$ cat config.mk
export PLATFORM = sky130hd
export DESIGN_NAME = spi_instr_decoder
export DESIGN_NICKNAME = d
export VERILOG_FILES = /design/src/rtl/spi_regs_pkg.sv /design/src/rtl/sync_2ff.sv /design/src/rtl/spi_instr_decoder.sv
export SDC_FILE = /design/constraint.sdc
export NUM_CORES = 1
export LEC_CHECK = 0
export CORE_MARGIN = 5
export CORE_UTILIZATION = 42
export DETAILED_ROUTE_END_ITERATION = 8
export PLACE_DENSITY = 0.79
export SLEW_MARGIN = 25
export SYNTH_ARGS = -nofsm -noshare
export SYNTH_HDL_FRONTEND = slang
export SYNTH_HIERARCHICAL = 1
export SYNTH_SLANG_ARGS = --single-unit
$ cat constraint.sdc
create_clock -name clk -period 1.56 [get_ports clk]
set_input_delay 0.312 -clock clk [delete_from_list [all_inputs] [get_ports clk]]
set_output_delay 0.312 -clock clk [all_outputs]
set_load 0.05 [all_outputs]
$ cat src/rtl/spi_regs_pkg.sv
// rtl/spi_regs_pkg.sv - shared types and command-byte layout for the SPI register decoder
package spi_regs_pkg;

    typedef enum logic [1:0] {
        IDLE   = 2'd0,
        RD_CAP = 2'd1,
        DATA   = 2'd2
    } state_e;

    localparam int CMD_WR_BIT   = 7;
    localparam int CMD_HI_BIT   = 6;
    localparam int CMD_ADDR_MSB = 5;
    localparam int ADDR_W       = 6;

endpackage

$ cat src/rtl/sync_2ff.sv
// rtl/sync_2ff.sv - multi-flop synchroniser with selectable reset value
module sync_2ff #(
    parameter int   STAGES  = 2,
    parameter logic RST_VAL = 1'b0
) (
    input  logic clk,
    input  logic rst,
    input  logic d,
    output logic q
);

    logic [STAGES-1:0] chain;

    always_ff @(posedge clk) begin
        if (rst) begin
            chain <= {STAGES{RST_VAL}};
        end else begin
            chain <= {chain[STAGES-2:0], d};
        end
    end

    assign q = chain[STAGES-1];

endmodule

$ cat src/rtl/spi_instr_decoder.sv
// rtl/spi_instr_decoder.sv - turns SPI command/data byte pairs into register read/write strobes
module spi_instr_decoder #(
    parameter int SYNC_STAGES = 2,
    parameter int ADDR_W      = spi_regs_pkg::ADDR_W
) (
    input  logic              clk,
    input  logic              rst,
    input  logic              cs_n,
    input  logic              byte_sync,
    input  logic [7:0]        data_in,
    output logic [7:0]        data_out,
    output logic              reg_read,
    output logic              reg_write,
    output logic [ADDR_W-1:0] reg_addr,
    output logic              reg_hi,
    output logic [7:0]        reg_wdata,
    input  logic [7:0]        reg_rdata,
    output logic              proto_err
);
    import spi_regs_pkg::*;

    state_e state, next_state;
    logic   cs_sync;
    logic   is_wr;
    logic   latch_cmd, set_read, set_write, capture, drop;

    // Chain idles high so a reset with chip select low still reads as "no frame" briefly.
    sync_2ff #(
        .STAGES  (SYNC_STAGES),
        .RST_VAL (1'b1)
    ) u_cs_sync (
        .clk (clk),
        .rst (rst),
        .d   (cs_n),
        .q   (cs_sync)
    );

    always_ff @(posedge clk) begin
        if (rst) begin
            state <= IDLE;
        end else begin
            state <= next_state;
        end
    end

    // IDLE with reg_read high is the read-pending cycle; rdata is sampled in RD_CAP.
    always_comb begin
        next_state = state;
        latch_cmd  = 1'b0;
        set_read   = 1'b0;
        set_write  = 1'b0;
        capture    = 1'b0;
        drop       = 1'b0;
        if (cs_sync) begin
            next_state = IDLE;
        end else begin
            case (state)
                IDLE: begin
                    if (reg_read) begin
                        next_state = RD_CAP;
                        drop       = byte_sync;
                    end else if (byte_sync) begin
                        latch_cmd = 1'b1;
                        if (data_in[CMD_WR_BIT]) begin
                            next_state = DATA;
                        end else begin
                            set_read = 1'b1;
                        end
                    end
                end
                RD_CAP: begin
                    capture    = 1'b1;
                    drop       = byte_sync;
                    next_state = DATA;
                end
                DATA: begin
                    if (byte_sync) begin
                        set_write  = is_wr;
                        next_state = IDLE;
                    end
                end
                default: next_state = IDLE;
            endcase
        end
    end

    always_ff @(posedge clk) begin
        if (rst) begin
            data_out  <= 8'h00;
            reg_read  <= 1'b0;
            reg_write <= 1'b0;
            reg_addr  <= '0;
            reg_hi    <= 1'b0;
            reg_wdata <= 8'h00;
            is_wr     <= 1'b0;
            proto_err <= 1'b0;
        end else begin
            reg_read  <= set_read;
            reg_write <= set_write;
            if (latch_cmd) begin
                reg_addr <= data_in[CMD_ADDR_MSB -: ADDR_W];
                reg_hi   <= data_in[CMD_HI_BIT];
                is_wr    <= data_in[CMD_WR_BIT];
            end
            if (set_write) begin
                reg_wdata <= data_in;
            end
            if (capture) begin
                data_out <= reg_rdata;
            end
            if (drop) begin
                proto_err <= 1'b1;
            end
        end
    end

endmodule
==> report_table.html, run 1 <==
<table>
<tr><th>Metric</th><th>Value</th></tr>
<tr><th colspan="2">Layout</th></tr>
<tr><td>Nets</td><td>187</td></tr>
<tr><td>Post-Route Utilization</td><td>63.7%</td></tr>
<tr><td>Number of antenna cells inserted</td><td>0</td></tr>
<tr><td>Combined area of the multi-input logic cells</td><td>551 sq um</td></tr>
<tr><td>Post-synthesis to final-layout area growth</td><td>45.7%</td></tr>
<tr><td>FF/Latch Area</td><td>621 sq um</td></tr>
<tr><td>Filler Cell Count</td><td>240</td></tr>
<tr><td>Share of layout cells above drive strength 1</td><td>25.0%</td></tr>
<tr><th colspan="2">Floorplan</th></tr>
<tr><td>Horizontal die dimension</td><td>63.6 um</td></tr>
<tr><td>Area of the core region</td><td>2760 sq um</td></tr>
<tr><td>IO Pins</td><td>46</td></tr>
<tr><td>Floorplan die height</td><td>63.6 um</td></tr>
<tr><td># rows</td><td>19</td></tr>
<tr><td>Initial core utilization</td><td>43.7%</td></tr>
<tr><td>Die area</td><td>4040 sq um</td></tr>
<tr><th colspan="2">STA</th></tr>
<tr><td>Unrepaired setup endpoints after global routing</td><td>false</td></tr>
<tr><td>Worst setup skew after layout</td><td>3.81 ps</td></tr>
<tr><td>Final setup fails</td><td>0</td></tr>
<tr><td>Final worst-path cycle share</td><td>87.9%</td></tr>
<tr><td>Endpoints failing hold</td><td>0</td></tr>
<tr><td>Maximum frequency from static timing analysis</td><td>729 MHz</td></tr>
<tr><td>Transition time at the pin with the least slew margin</td><td>317 ps</td></tr>
<tr><td>Post-route minimum period</td><td>1370 ps</td></tr>
<tr><td>Final max-slew violation count</td><td>0</td></tr>
<tr><td>Slew margin rel.</td><td>78.9%</td></tr>
<tr><td>Setup TNS after final layout</td><td>0 ps</td></tr>
<tr><th colspan="2">Clocking</th></tr>
<tr><td>CTS tree</td><td>done</td></tr>
<tr><td>Largest buffer count on any clock path</td><td>2</td></tr>
<tr><td>CTS H-tree lvls</td><td>2</td></tr>
<tr><td>Root buffer cell</td><td>sky130_fd_sc_hd__clkbuf_4</td></tr>
<tr><td>Clock slew seen by the registers of the worst setup and hold paths</td><td>90 ps</td></tr>
<tr><td>Post-CTS Hold Fix Bufs</td><td>0</td></tr>
<tr><td># resized after CTS</td><td>0</td></tr>
<tr><td>Clk Latency, worst-skew pair</td><td>320 ps</td></tr>
<tr><td>Setup repair bufs after CTS</td><td>0</td></tr>
<tr><td>Clock net sink count</td><td>31</td></tr>
<tr><td>TritonCTS Buffers</td><td>5</td></tr>
<tr><th colspan="2">Min path</th></tr>
<tr><td>Endpoint of the worst hold path</td><td>u_cs_sync/chain[1]</td></tr>
<tr><td>Worst hold path type</td><td>reg2reg</td></tr>
<tr><td>Hold Path Origin</td><td>u_cs_sync/chain[0]</td></tr>
<tr><td>Worst hold path cell count</td><td>1</td></tr>
<tr><th colspan="2">Detailed routing</th></tr>
<tr><td>Final routed wire length divided by cell count</td><td>13.0 um</td></tr>
<tr><td>Remaining DRCs</td><td>0</td></tr>
<tr><td>Post-Route WL</td><td>2.58 mm</td></tr>
<tr><td>Post-detailed-route via-to-cell ratio</td><td>4.89</td></tr>
<tr><td>Via count</td><td>973</td></tr>
<tr><td>Iteration-0 DRC Markers</td><td>13</td></tr>
<tr><td>Router iterations before antenna repair</td><td>3</td></tr>
<tr><td>Antenna Nets Post-Route</td><td>0</td></tr>
<tr><th colspan="2">Critical path</th></tr>
<tr><td>Worst EP required</td><td>1760 ps</td></tr>
<tr><td>Origin of the worst setup path</td><td>byte_sync</td></tr>
<tr><td>Startpoint of the worst-slack reg-to-reg timing path</td><td>state[1]</td></tr>
<tr><td>Arrival time at the worst endpoint</td><td>1570 ps</td></tr>
<tr><td>Worst r2r dst</td><td>reg_wdata[1]</td></tr>
<tr><td>Endpoint class of the critical path</td><td>flop</td></tr>
<tr><td>Critical path start-end classification</td><td>in2reg</td></tr>
<tr><td>Delay contributed by the slowest stage of the critical path</td><td>530 ps</td></tr>
<tr><td>Setup slack on the worst flop-to-flop path</td><td>230 ps</td></tr>
<tr><td>Critical-path maximum fanout</td><td>6</td></tr>
<tr><td>CP Launch Type</td><td>primary input</td></tr>
<tr><td>Depth of the worst register-to-register path</td><td>3</td></tr>
<tr><td>CP cell instances</td><td>clkdlybuf4s50_1 -&gt; nand2b_4 -&gt; or3_1 -&gt; mux2i_1</td></tr>
<tr><td>Critical Path Slowest Stage Cell</td><td>sky130_fd_sc_hd__clkdlybuf4s50_1</td></tr>
<tr><th colspan="2">Placement</th></tr>
<tr><td>Number of input and output port buffers inserted</td><td>45</td></tr>
<tr><td>Routability-driven placement congestion ratio</td><td>0.706</td></tr>
<tr><td>HPWL after detailed placement</td><td>1.93 mm</td></tr>
<tr><th colspan="2">Power</th></tr>
<tr><td>Pwr Density</td><td>826 nW/um^2</td></tr>
<tr><td>Clock share of power</td><td>35.7%</td></tr>
<tr><td>Max IR drop VDD</td><td>0.781 mV</td></tr>
<tr><td>Sequential share of power</td><td>55.4%</td></tr>
<tr><td>Switching pwr</td><td>0.000311 W</td></tr>
<tr><td>Part of the power in combinational logic</td><td>9.0%</td></tr>
<tr><td>Switching share of total power</td><td>21.4%</td></tr>
<tr><td>Static Leak</td><td>0.746 nW</td></tr>
<tr><td>Internal power component</td><td>0.00114 W</td></tr>
<tr><th colspan="2">Synthesis</th></tr>
<tr><td>Number of synthesized register bits</td><td>31</td></tr>
<tr><td>Average footprint of a synthesized cell</td><td>10.5 sq um</td></tr>
<tr><td>Total number of yosys warnings</td><td>6</td></tr>
<tr><td>Synthesized area</td><td>1210 sq um</td></tr>
<tr><td>Unique masters post-synth</td><td>21</td></tr>
<tr><td>Post-Syn Instances</td><td>115</td></tr>
<tr><td>Fraction of the yosys area taken by sequential cells</td><td>51.5%</td></tr>
<tr><td>Net count after synthesis</td><td>135</td></tr>
<tr><th colspan="2">Global route</th></tr>
<tr><td>Global-route wire length before repair</td><td>4.31 mm</td></tr>
<tr><td>Total gr overflow</td><td>0</td></tr>
<tr><td>Number of antenna violations at the first check in global routing</td><td>0</td></tr>
<tr><td>Vias in the first global route</td><td>1025</td></tr>
<tr><td>Overall fraction of global-route tracks in use</td><td>13.4%</td></tr>
<tr><td>Pin count of the biggest net entering global routing</td><td>40</td></tr>
<tr><th colspan="2">Flow run</th></tr>
<tr><td>Maximum capacitance violations</td><td>0</td></tr>
<tr><th colspan="2">Run status</th></tr>
<tr><td>Run status</td><td>finished, final reports clean</td></tr>
</table>
-- worst max-delay path: cells and delay by family --
kind                   cells  cell delay (ps)
buffers and inverters      1              530
AND/OR/NAND/NOR            2              570
multiplexers               1              170
-- state kept, by name, indices dropped and copies added, names as in the netlist --
name / flops
is_wr: 1
state: 2
proto_err: 1
reg_write: 1
reg_hi: 1
data_out: 8
reg_read: 1
u_cs_sync/chain: 2
reg_addr: 6
reg_wdata: 8
-- through the flow --
stage,instances,total power [W],worst slack [ps],instance area (sq um),hold slack (ps)
floorplan,115,0.000878,138,1210,383
global placement,191,0.000950,-131,1690,388
detailed placement,191,0.000953,-167,1690,402
CTS,199,0.00148,193,1760,420
global route,199,0.00153,137,1760,464
finish,199,0.00145,189,1760,420
-- cell type report --
cell class	instances	area share (%)
Clock buffer	8	3.91
Inverter	1	0.214
Sequential cell	31	35.3
Multi-Input combinational cell	76	31.3
Tap cell	31	2.21
Timing Repair Buffer	52	27.0
-- layout by cell type (no fill, tap or decap) --
| master | n |
|---|---|
| sky130_fd_sc_hd__o211ai_1 | 1 |
| sky130_fd_sc_hd__nand2b_4 | 1 |
| sky130_fd_sc_hd__buf_12 | 3 |
| sky130_fd_sc_hd__nand2_1 | 1 |
| sky130_fd_sc_hd__inv_1 | 1 |
| sky130_fd_sc_hd__and3b_1 | 1 |
| sky130_fd_sc_hd__clkdlybuf4s50_1 | 19 |
| sky130_fd_sc_hd__dfxtp_1 | 31 |
| sky130_fd_sc_hd__o31ai_1 | 1 |
| sky130_fd_sc_hd__clkbuf_8 | 2 |
| sky130_fd_sc_hd__or3_1 | 1 |
| sky130_fd_sc_hd__buf_4 | 30 |
| sky130_fd_sc_hd__nor4_2 | 1 |
| sky130_fd_sc_hd__nor3b_1 | 1 |
| sky130_fd_sc_hd__a21oi_1 | 1 |
| sky130_fd_sc_hd__o21ai_0 | 1 |
| sky130_fd_sc_hd__or2_1 | 2 |
| sky130_fd_sc_hd__and3_1 | 1 |
| sky130_fd_sc_hd__nand2b_1 | 24 |
| sky130_fd_sc_hd__nor2_1 | 11 |
| sky130_fd_sc_hd__clkbuf_1 | 1 |
| sky130_fd_sc_hd__or4_1 | 1 |
| sky130_fd_sc_hd__nor3_1 | 3 |
| sky130_fd_sc_hd__mux2i_1 | 24 |
| sky130_fd_sc_hd__clkbuf_4 | 5 |
-- per-layer routing --
metal	up-vias	global-route usage, %	part of all wire [%]
met2	42	21.2	45
met5	-	0	0
li1	490	-	-
met1	437	14.2	42
met3	4	7.28	11
met4	0	7.01	1.5
-- worst max-delay path by stage --
stage              endpoint  slack (ps)  cells past startpoint
2_1_floorplan   reg_addr[0]         140                      2
5_1_grt        reg_wdata[6]         140                      6
3_5_place_dp   reg_wdata[1]        -170                      4
4_1_cts        reg_wdata[1]         190                      4
3_3_place_gp          is_wr        -130                      4
6_report       reg_wdata[1]         190                      4
-- synth_stat cells, drive strengths merged --
master   n  share of area, %
dfxtp   31                51
nand2b  25                14
mux2i   24                20
nor2    11               3.4
buf      4               1.7
clkbuf   3              0.93
nor3     3               1.2
or2      2               1.0
a21oi    1              0.41
and3     1              0.52
and3b    1              0.73
inv      1              0.31
nand2    1              0.31
nor3b    1              0.62
nor4     1               1.0
o211ai   1              0.62
o21ai    1              0.41
o31ai    1              0.62
or3      1              0.52
or4      1              0.62
-- cells by family (layout without fill, tap and decap cells) --
| family | count (synthesis) | count (layout) | share of synthesized area (%) |
|---|---|---|---|
| AO/OA/AOI/OAI | 4 | 4 | 2.07 |
| buffers and inverters | 8 | 61 | 2.90 |
| flip-flops | 31 | 31 | 51.5 |
| multiplexers | 24 | 24 | 19.9 |
| AND/OR/NAND/NOR | 48 | 48 | 23.7 |
-- power by group through the flow --
stage / combinational (W) / clock (W) / sequential, W
CTS: 0.000132 / 0.000543 / 0.000804
floorplan: 0.0000419 / 0 / 0.000836
global placement: 0.000128 / 0 / 0.000822
global route: 0.000140 / 0.000581 / 0.000805
finish: 0.000130 / 0.000518 / 0.000804
detailed placement: 0.000131 / 0 / 0.000822
Note: power is estimated with default switching activity, not from simulation.
==> run 2, diff against run 1 <==
Settings changed: GPL_ROUTABILITY_DRIVEN from default to 0, RECOVER_POWER from default to 25.
==> run 2 against run 1 <==
Effect of this change:
- power is 0.40% lower
- critical endpoint unchanged
- clock-buffer cell count is the same
- largest cell class unchanged
- critical path depth unchanged
- fmax barely moved
- non-clock buffer count unchanged
- worst setup slack about the same
==> report_table.html, run 2 (synthesis gave the netlist of run 1 again) <==
<table>
<tr><th>Metric</th><th>Value</th></tr>
<tr><th colspan="2">Power</th></tr>
<tr><td>Pwr Density</td><td>847 nW/um^2 (+2.5%)</td></tr>
<tr><td>Sequential share of power</td><td>55.6% (+0.2 points)</td></tr>
<tr><td>Static Leak</td><td>0.731 nW (-2.0%)</td></tr>
<tr><td>Switching pwr</td><td>0.000310 W (-0.30%)</td></tr>
<tr><td>Internal power component</td><td>0.00114 W (-0.42%)</td></tr>
<tr><td>Switching share of total power</td><td>21.4% (+0.022 points)</td></tr>
<tr><td>Part of the power in combinational logic</td><td>8.7% (-0.3 points)</td></tr>
<tr><td>Max IR drop VDD</td><td>0.779 mV (-0.21%)</td></tr>
<tr><td>Clock share of power</td><td>35.8% (about the same)</td></tr>
<tr><th colspan="2">STA</th></tr>
<tr><td>Final max-slew violation count</td><td>0 (unchanged)</td></tr>
<tr><td>Setup TNS after final layout</td><td>0 ps (unchanged)</td></tr>
<tr><td>Final worst-path cycle share</td><td>87.9% (about the same)</td></tr>
<tr><td>Worst setup slack after layout</td><td>189 ps (-0.164 ps)</td></tr>
<tr><td>Maximum frequency from static timing analysis</td><td>729 MHz (about the same)</td></tr>
<tr><td>Worst setup skew after layout</td><td>3.56 ps (-0.254 ps)</td></tr>
<tr><td>Post-route minimum period</td><td>1370 ps (+0.164 ps)</td></tr>
<tr><td>Hold Slack</td><td>420 ps (+0.395 ps)</td></tr>
<tr><td>Final setup fails</td><td>0 (unchanged)</td></tr>
<tr><td>Transition time at the pin with the least slew margin</td><td>594 ps (+277 ps)</td></tr>
<tr><td>Slew margin rel.</td><td>60.4% (-18 points)</td></tr>
<tr><td>Unrepaired setup endpoints after global routing</td><td>false</td></tr>
<tr><td>Endpoints failing hold</td><td>0 (unchanged)</td></tr>
<tr><th colspan="2">Min path</th></tr>
<tr><td>Worst hold path type</td><td>reg2reg</td></tr>
<tr><th colspan="2">Clocking</th></tr>
<tr><td>CTS tree</td><td>done</td></tr>
<tr><td>Clk Latency, worst-skew pair</td><td>320 ps (about the same)</td></tr>
<tr><td># resized after CTS</td><td>0 (unchanged)</td></tr>
<tr><td>Clock net sink count</td><td>31 (unchanged)</td></tr>
<tr><td>Root buffer cell</td><td>sky130_fd_sc_hd__clkbuf_4</td></tr>
<tr><td>Post-CTS Hold Fix Bufs</td><td>0 (unchanged)</td></tr>
<tr><td>Setup repair bufs after CTS</td><td>0 (unchanged)</td></tr>
<tr><td>CTS H-tree lvls</td><td>2 (unchanged)</td></tr>
<tr><td>TritonCTS Buffers</td><td>5 (unchanged)</td></tr>
<tr><td>Largest buffer count on any clock path</td><td>2 (unchanged)</td></tr>
<tr><td>Clock slew seen by the registers of the worst setup and hold paths</td><td>90 ps (about the same)</td></tr>
<tr><th colspan="2">Global route</th></tr>
<tr><td>Pin count of the biggest net entering global routing</td><td>40 (unchanged)</td></tr>
<tr><td>Met3 Track Usage GR</td><td>7.28% (unchanged)</td></tr>
<tr><td>Number of antenna violations at the first check in global routing</td><td>0 (unchanged)</td></tr>
<tr><td>Global routing usage on met1</td><td>14.2% (unchanged)</td></tr>
<tr><td>GRT busiest layer</td><td>met2</td></tr>
<tr><td>Global-route wire length before repair</td><td>4.31 mm (unchanged)</td></tr>
<tr><td>Total gr overflow</td><td>0 (unchanged)</td></tr>
<tr><td>Overall fraction of global-route tracks in use</td><td>13.4% (unchanged)</td></tr>
<tr><td>Fraction of met2 tracks used by global routing</td><td>21.2% (unchanged)</td></tr>
<tr><td>Vias in the first global route</td><td>1025 (unchanged)</td></tr>
<tr><th colspan="2">Critical path</th></tr>
<tr><td>Worst setup path end</td><td>reg_wdata[1]</td></tr>
<tr><td>CP cell instances</td><td>clkdlybuf4s50_1 -&gt; nand2b_4 -&gt; or3_1 -&gt; mux2i_1</td></tr>
<tr><td>Depth of the worst register-to-register path</td><td>3 (unchanged)</td></tr>
<tr><td>CP Launch Type</td><td>primary input</td></tr>
<tr><td>Critical-path maximum fanout</td><td>6 (unchanged)</td></tr>
<tr><td>Number of logic stages on the critical path including buffering</td><td>4 (unchanged)</td></tr>
<tr><td>Critical Path Slowest Stage Cell</td><td>sky130_fd_sc_hd__clkdlybuf4s50_1</td></tr>
<tr><td>Startpoint of the worst-slack reg-to-reg timing path</td><td>state[1]</td></tr>
<tr><td>Critical path start-end classification</td><td>in2reg</td></tr>
<tr><td>Arrival time at the worst endpoint</td><td>1570 ps (about the same)</td></tr>
<tr><td>Kind of cell adding the most delay to the critical path</td><td>simple AND/OR/NAND/NOR gates</td></tr>
<tr><td>Endpoint class of the critical path</td><td>flop</td></tr>
<tr><td>Setup slack on the worst flop-to-flop path</td><td>240 ps (about the same)</td></tr>
<tr><td>Origin of the worst setup path</td><td>byte_sync</td></tr>
<tr><td>Worst EP required</td><td>1760 ps (about the same)</td></tr>
<tr><td>Combined buffer and inverter count along the critical path</td><td>1 (unchanged)</td></tr>
<tr><td>Delay contributed by the slowest stage of the critical path</td><td>530 ps (about the same)</td></tr>
<tr><td>Worst r2r dst</td><td>reg_wdata[1]</td></tr>
<tr><th colspan="2">Detailed routing</th></tr>
<tr><td>Router iterations before antenna repair</td><td>4 (+1)</td></tr>
<tr><td>Antenna Nets Post-Route</td><td>0 (unchanged)</td></tr>
<tr><td>Post-Route WL</td><td>2.59 mm (+0.31%)</td></tr>
<tr><td>Final routed wire length divided by cell count</td><td>13.0 um (+0.31%)</td></tr>
<tr><td>Post-detailed-route via-to-cell ratio</td><td>4.88 (-0.21%)</td></tr>
<tr><td>Via count</td><td>971 (-0.21%)</td></tr>
<tr><td>Remaining DRCs</td><td>0 (unchanged)</td></tr>
<tr><td>Iteration-0 DRC Markers</td><td>11 (-2)</td></tr>
<tr><th colspan="2">Floorplan</th></tr>
<tr><td># rows</td><td>19 (unchanged)</td></tr>
<tr><td>Horizontal die dimension</td><td>63.6 um (unchanged)</td></tr>
<tr><td>Area of the core region</td><td>2760 sq um (unchanged)</td></tr>
<tr><td>Die area</td><td>4040 sq um (unchanged)</td></tr>
<tr><td>Initial core utilization</td><td>43.7% (unchanged)</td></tr>
<tr><td>Floorplan die height</td><td>63.6 um (unchanged)</td></tr>
<tr><td>IO Pins</td><td>46 (unchanged)</td></tr>
<tr><th colspan="2">Layout</th></tr>
<tr><td>Number of antenna cells inserted</td><td>0 (unchanged)</td></tr>
<tr><td>Largest registers</td><td>data_out (8), reg_wdata (8), reg_addr (6)</td></tr>
<tr><td>Non-filler cells in the finished layout</td><td>199 (unchanged)</td></tr>
<tr><td>Post-synthesis to final-layout area growth</td><td>41.6%</td></tr>
<tr><td>Share of layout cells above drive strength 1</td><td>25.0% (unchanged)</td></tr>
<tr><td>Leading cell type in the layout, fill and taps excluded</td><td>sky130_fd_sc_hd__dfxtp_1</td></tr>
<tr><td>Nets</td><td>187 (unchanged)</td></tr>
<tr><td>Post-Route Utilization</td><td>61.9% (-1.8 points)</td></tr>
<tr><td>Leading cell types in the layout, fill and taps excluded</td><td>31 x sky130_fd_sc_hd__dfxtp_1, 24 x sky130_fd_sc_hd__mux2i_1, 24 x sky130_fd_sc_hd__nand2b_1</td></tr>
<tr><th colspan="2">Placement</th></tr>
<tr><td>Pre-CTS WS</td><td>-167 ps (unchanged)</td></tr>
<tr><td>Cell total after placement</td><td>191 (unchanged)</td></tr>
<tr><td>Number of input and output port buffers inserted</td><td>45 (unchanged)</td></tr>
<tr><td>HPWL after detailed placement</td><td>1.93 mm (unchanged)</td></tr>
<tr><th colspan="2">Run status</th></tr>
<tr><td>Run status</td><td>finished, final reports clean</td></tr>
<tr><th colspan="2">Flow run</th></tr>
<tr><td>Maximum capacitance violations</td><td>0 (unchanged)</td></tr>
</table>
run 2: stage by stage:
| stage | cell area [sq um] | total power (W) |
|---|---|---|
| 6_report | 1710 | 0.00145 |
| 5_1_grt | 1710 | 0.00152 |
| 4_1_cts | 1760 | 0.00148 |
| 3_5_place_dp | 1690 | 0.000953 |
| 3_3_place_gp | 1690 | 0.000950 |
| 2_1_floorplan | 1210 | 0.000878 |
run 2: worst min-delay path by stage:
stage | startpoint | endpoint | slack [ps] | depth (start not counted)
final | u_cs_sync/chain[0] | u_cs_sync/chain[1] | 420 | 1
after global placement | u_cs_sync/chain[0] | u_cs_sync/chain[1] | 390 | 1
after global routing | u_cs_sync/chain[0] | u_cs_sync/chain[1] | 460 | 1
after detailed placement | u_cs_sync/chain[0] | u_cs_sync/chain[1] | 400 | 1
after floorplan | u_cs_sync/chain[0] | u_cs_sync/chain[1] | 380 | 1
after CTS | u_cs_sync/chain[0] | u_cs_sync/chain[1] | 420 | 1
run 2: cell type report:
type	count	area (sq um)
multi-input combinational	76	551
sequential	31	621
tap	31	38.8
timing repair buffer	52	425
inverter	1	3.75
fill	246	1050
clock buffer	8	68.8
run 2: per-layer routing:
metal,part of all wire [%],vias to the layer above
li1,-,489
met1,42,436
met2,45,42
met3,11,4
met4,1.4,0
met5,0,-
run 2: power groups by stage:
stage          registers, W  clock network [W]   logic, W
6_report           0.000804           0.000517   0.000125
5_1_grt            0.000805           0.000581   0.000134
4_1_cts            0.000804           0.000543   0.000132
3_5_place_dp       0.000822                  0   0.000131
3_3_place_gp       0.000822                  0   0.000128
2_1_floorplan      0.000836                  0  0.0000419
==> run 3, diff against run 2 <==
Settings changed: CORE_MARGIN 5 to default, SLEW_MARGIN 25 to 20.
==> run 3 against run 2 <==
Effect of this change:
- clock skew grew 9.7 ps
- worst setup slack worse by 22 ps
- clock-buffer cell count is 2 lower
- worst hold slack better by 9.0 ps
- via count is 0.31% higher
- die area down 24%
- power is 8.9% higher
- final cell count fell by 0.50%
- global-route usage is 4.6 points higher
- sequential power barely moved
- non-clock buffer count decreased by 1
- critical path type unchanged
- critical endpoint is now reg_addr[5]
==> report_table.html, run 3 (synthesis gave the netlist of run 1 again) <==
<table>
<tr><th>Metric</th><th>Value</th></tr>
<tr><th colspan="2">Run status</th></tr>
<tr><td>Run status</td><td>finished, final reports clean</td></tr>
<tr><th colspan="2">Critical path</th></tr>
<tr><td>Critical Path Slowest Stage Cell</td><td>sky130_fd_sc_hd__clkdlybuf4s50_1</td></tr>
<tr><td>Arrival time at the worst endpoint</td><td>1610 ps (+40 ps)</td></tr>
<tr><td>Worst EP required</td><td>1780 ps (+20 ps)</td></tr>
<tr><td>Endpoint class of the critical path</td><td>flop</td></tr>
<tr><td>CP Launch Type</td><td>primary input</td></tr>
<tr><td>Critical path start-end classification</td><td>in2reg</td></tr>
<tr><td>CP cell instances</td><td>clkdlybuf4s50_1 -&gt; nand2b_4 -&gt; or4_1 -&gt; mux2i_1</td></tr>
<tr><td>Combined buffer and inverter count along the critical path</td><td>1 (unchanged)</td></tr>
<tr><td>Kind of cell adding the most delay to the critical path</td><td>simple AND/OR/NAND/NOR gates</td></tr>
<tr><td>Delay contributed by the slowest stage of the critical path</td><td>540 ps (about the same)</td></tr>
<tr><td>Critical-path maximum fanout</td><td>4 (-2)</td></tr>
<tr><th colspan="2">Floorplan</th></tr>
<tr><td>Initial core utilization</td><td>44.1% (+0.38 points)</td></tr>
<tr><td>Area of the core region</td><td>2730 sq um (-0.86%)</td></tr>
<tr><td>Horizontal die dimension</td><td>55.6 um (-13%)</td></tr>
<tr><td>Floorplan die height</td><td>55.6 um (-13%)</td></tr>
<tr><td>Die area</td><td>3090 sq um (-24%)</td></tr>
<tr><td># rows</td><td>19 (unchanged)</td></tr>
<tr><td>IO Pins</td><td>46 (unchanged)</td></tr>
<tr><th colspan="2">Clocking</th></tr>
<tr><td>Largest buffer count on any clock path</td><td>2 (unchanged)</td></tr>
<tr><td># resized after CTS</td><td>0 (unchanged)</td></tr>
<tr><td>Setup repair bufs after CTS</td><td>0 (unchanged)</td></tr>
<tr><td>Post-CTS Hold Fix Bufs</td><td>0 (unchanged)</td></tr>
<tr><td>Clock slew seen by the registers of the worst setup and hold paths</td><td>90 ps (about the same)</td></tr>
<tr><td>TritonCTS Buffers</td><td>5 (unchanged)</td></tr>
<tr><td>CTS tree</td><td>done</td></tr>
<tr><td>Clk Latency, worst-skew pair</td><td>330 ps (about the same)</td></tr>
<tr><td>Root buffer cell</td><td>sky130_fd_sc_hd__clkbuf_4</td></tr>
<tr><td>Clock net sink count</td><td>31 (unchanged)</td></tr>
<tr><td>CTS H-tree lvls</td><td>2 (unchanged)</td></tr>
<tr><th colspan="2">Detailed routing</th></tr>
<tr><td>Final routed wire length divided by cell count</td><td>12.6 um (-3.0%)</td></tr>
<tr><td>Post-Route WL</td><td>2.50 mm (-3.4%)</td></tr>
<tr><td>Post-detailed-route via-to-cell ratio</td><td>4.92 (+0.82%)</td></tr>
<tr><td>Via count</td><td>974 (+0.31%)</td></tr>
<tr><td>Remaining DRCs</td><td>0 (unchanged)</td></tr>
<tr><td>Iteration-0 DRC Markers</td><td>30 (+19)</td></tr>
<tr><td>Antenna Nets Post-Route</td><td>0 (unchanged)</td></tr>
<tr><td>Router iterations before antenna repair</td><td>4 (unchanged)</td></tr>
<tr><th colspan="2">Layout</th></tr>
<tr><td>Share of layout cells above drive strength 1</td><td>25.1% (+0.15 points)</td></tr>
<tr><td>Leading cell types in the layout, fill and taps excluded</td><td>31 x sky130_fd_sc_hd__dfxtp_1, 24 x sky130_fd_sc_hd__mux2i_1, 24 x sky130_fd_sc_hd__nand2b_1</td></tr>
<tr><td>Number of antenna cells inserted</td><td>0 (unchanged)</td></tr>
<tr><td>Largest registers</td><td>data_out (8), reg_wdata (8), reg_addr (6)</td></tr>
<tr><td>Leading cell type in the layout, fill and taps excluded</td><td>sky130_fd_sc_hd__dfxtp_1</td></tr>
<tr><td>Nets</td><td>186 (-0.53%)</td></tr>
<tr><td>Post-synthesis to final-layout area growth</td><td>42.4%</td></tr>
<tr><td>Non-filler cells in the finished layout</td><td>198 (-0.50%)</td></tr>
<tr><th colspan="2">Placement</th></tr>
<tr><td>Cell total after placement</td><td>190 (-0.52%)</td></tr>
<tr><td>HPWL after detailed placement</td><td>1.82 mm (-6.0%)</td></tr>
<tr><td>Number of input and output port buffers inserted</td><td>45 (unchanged)</td></tr>
<tr><th colspan="2">Global route</th></tr>
<tr><td>Global routing usage on met1</td><td>19.1% (+4.9 points)</td></tr>
<tr><td>Total gr overflow</td><td>0 (unchanged)</td></tr>
<tr><td>Fraction of met2 tracks used by global routing</td><td>30.8% (+9.6 points)</td></tr>
<tr><td>Pin count of the biggest net entering global routing</td><td>40 (unchanged)</td></tr>
<tr><td>Global-route wire length before repair</td><td>4.22 mm (-2.2%)</td></tr>
<tr><td>Vias in the first global route</td><td>967 (-5.7%)</td></tr>
<tr><td>Met3 Track Usage GR</td><td>6.05% (-1.2 points)</td></tr>
<tr><td>Overall fraction of global-route tracks in use</td><td>18.0% (+4.6 points)</td></tr>
<tr><td>Number of antenna violations at the first check in global routing</td><td>0 (unchanged)</td></tr>
<tr><td>GRT busiest layer</td><td>met2</td></tr>
<tr><th colspan="2">Power</th></tr>
<tr><td>Clock share of power</td><td>41.0% (+5.2 points)</td></tr>
<tr><td>Pwr Density</td><td>917 nW/um^2 (+8.3%)</td></tr>
<tr><td>Max IR drop VDD</td><td>0.930 mV (+19%)</td></tr>
<tr><td>Switching share of total power</td><td>20.7% (-0.77 points)</td></tr>
<tr><td>Internal power component</td><td>0.00125 W (+10%)</td></tr>
<tr><td>Part of the power in combinational logic</td><td>7.9% (-0.8 points)</td></tr>
<tr><td>Static Leak</td><td>0.735 nW (+0.58%)</td></tr>
<tr><td>Switching pwr</td><td>0.000325 W (+5.0%)</td></tr>
<tr><td>Sequential share of power</td><td>51.1% (-4.5 points)</td></tr>
<tr><th colspan="2">STA</th></tr>
<tr><td>Unrepaired setup endpoints after global routing</td><td>false</td></tr>
<tr><td>Setup TNS after final layout</td><td>0 ps (unchanged)</td></tr>
<tr><td>Final max-slew violation count</td><td>0 (unchanged)</td></tr>
<tr><td>Transition time at the pin with the least slew margin</td><td>589 ps (-4.22 ps)</td></tr>
<tr><td>Final setup fails</td><td>0 (unchanged)</td></tr>
<tr><td>Final worst-path cycle share</td><td>89.3% (+1.4 points)</td></tr>
<tr><td>Worst setup skew after layout</td><td>13.3 ps (+9.75 ps)</td></tr>
<tr><td>Maximum frequency from static timing analysis</td><td>718 MHz (-1.5%)</td></tr>
<tr><td>Post-route minimum period</td><td>1390 ps (+21.6 ps)</td></tr>
<tr><td>Endpoints failing hold</td><td>0 (unchanged)</td></tr>
<tr><td>Slew margin rel.</td><td>60.7% (+0.28 points)</td></tr>
<tr><th colspan="2">Min path</th></tr>
<tr><td>Worst hold path type</td><td>reg2reg</td></tr>
<tr><th colspan="2">Flow run</th></tr>
<tr><td>Maximum capacitance violations</td><td>0 (unchanged)</td></tr>
</table>
[run 3: changes by cell type in the layout (fill, tap and decap cells not counted), sizes merged]
cell    previous run  this run
clkbuf            18        16
buf               23        22
clkinv             0         1
bufinv             0         1
[run 3: metal layers]
layer	share of wire (%)	routed length, um	up-vias
met5	0	0	-
met4	2.4	60	0
met3	7.1	177	8
met2	48	1200	40
met1	43	1070	437
li1	-	-	489
[run 3: worst register-to-register path, stage by stage (launching register included)]
cell and delay, ps:
sky130_fd_sc_hd__dfxtp_1 370, sky130_fd_sc_hd__nand2b_4 160, sky130_fd_sc_hd__or4_1 520, sky130_fd_sc_hd__mux2i_1 160
[run 3: path summary, 6_finish.rpt]
| kind | start | to | slack [ps] | cells after the start |
|---|---|---|---|---|
| max reg2reg | state[0] | reg_addr[5] | 240 | 3 |
| max | byte_sync | reg_addr[5] | 170 | 4 |
| min | u_cs_sync/chain[0] | u_cs_sync/chain[1] | 430 | 1 |
| min reg2reg | u_cs_sync/chain[0] | u_cs_sync/chain[1] | 430 | 1 |
[run 3: metrics by stage]
step	total power [W]	setup slack [ps]	instance area, sq um	util [%]	hold slack (ps)
after floorplan	0.000878	138	1210	-	383
after global placement	0.000950	-134	1670	61.1	390
after detailed placement	0.000953	-211	1670	61.1	411
after CTS	0.00160	162	1760	64.2	434
after global routing	0.00164	109	1720	62.8	446
final	0.00158	167	1720	62.8	429
[run 3: area by class of cell]
cell class / count / area, sq um
Clock buffer: 6 / 51.3
Clock inverter: 2 / 35.0
Fill cell: 236 / 1020
Inverter: 1 / 3.75
Multi-Input combinational cell: 76 / 551
Sequential cell: 31 / 621
Tap cell: 31 / 38.8
Timing Repair Buffer: 51 / 418
[run 3: power groups by stage]
| stage | combinational, W | clock, W | sequential [W] |
|---|---|---|---|
| after global placement | 0.000127 | 0 | 0.000822 |
| after global routing | 0.000135 | 0.000702 | 0.000806 |
| final | 0.000124 | 0.000646 | 0.000804 |
| after detailed placement | 0.000130 | 0 | 0.000823 |
| after CTS | 0.000131 | 0.000668 | 0.000804 |
| after floorplan | 0.0000419 | 0 | 0.000836 |
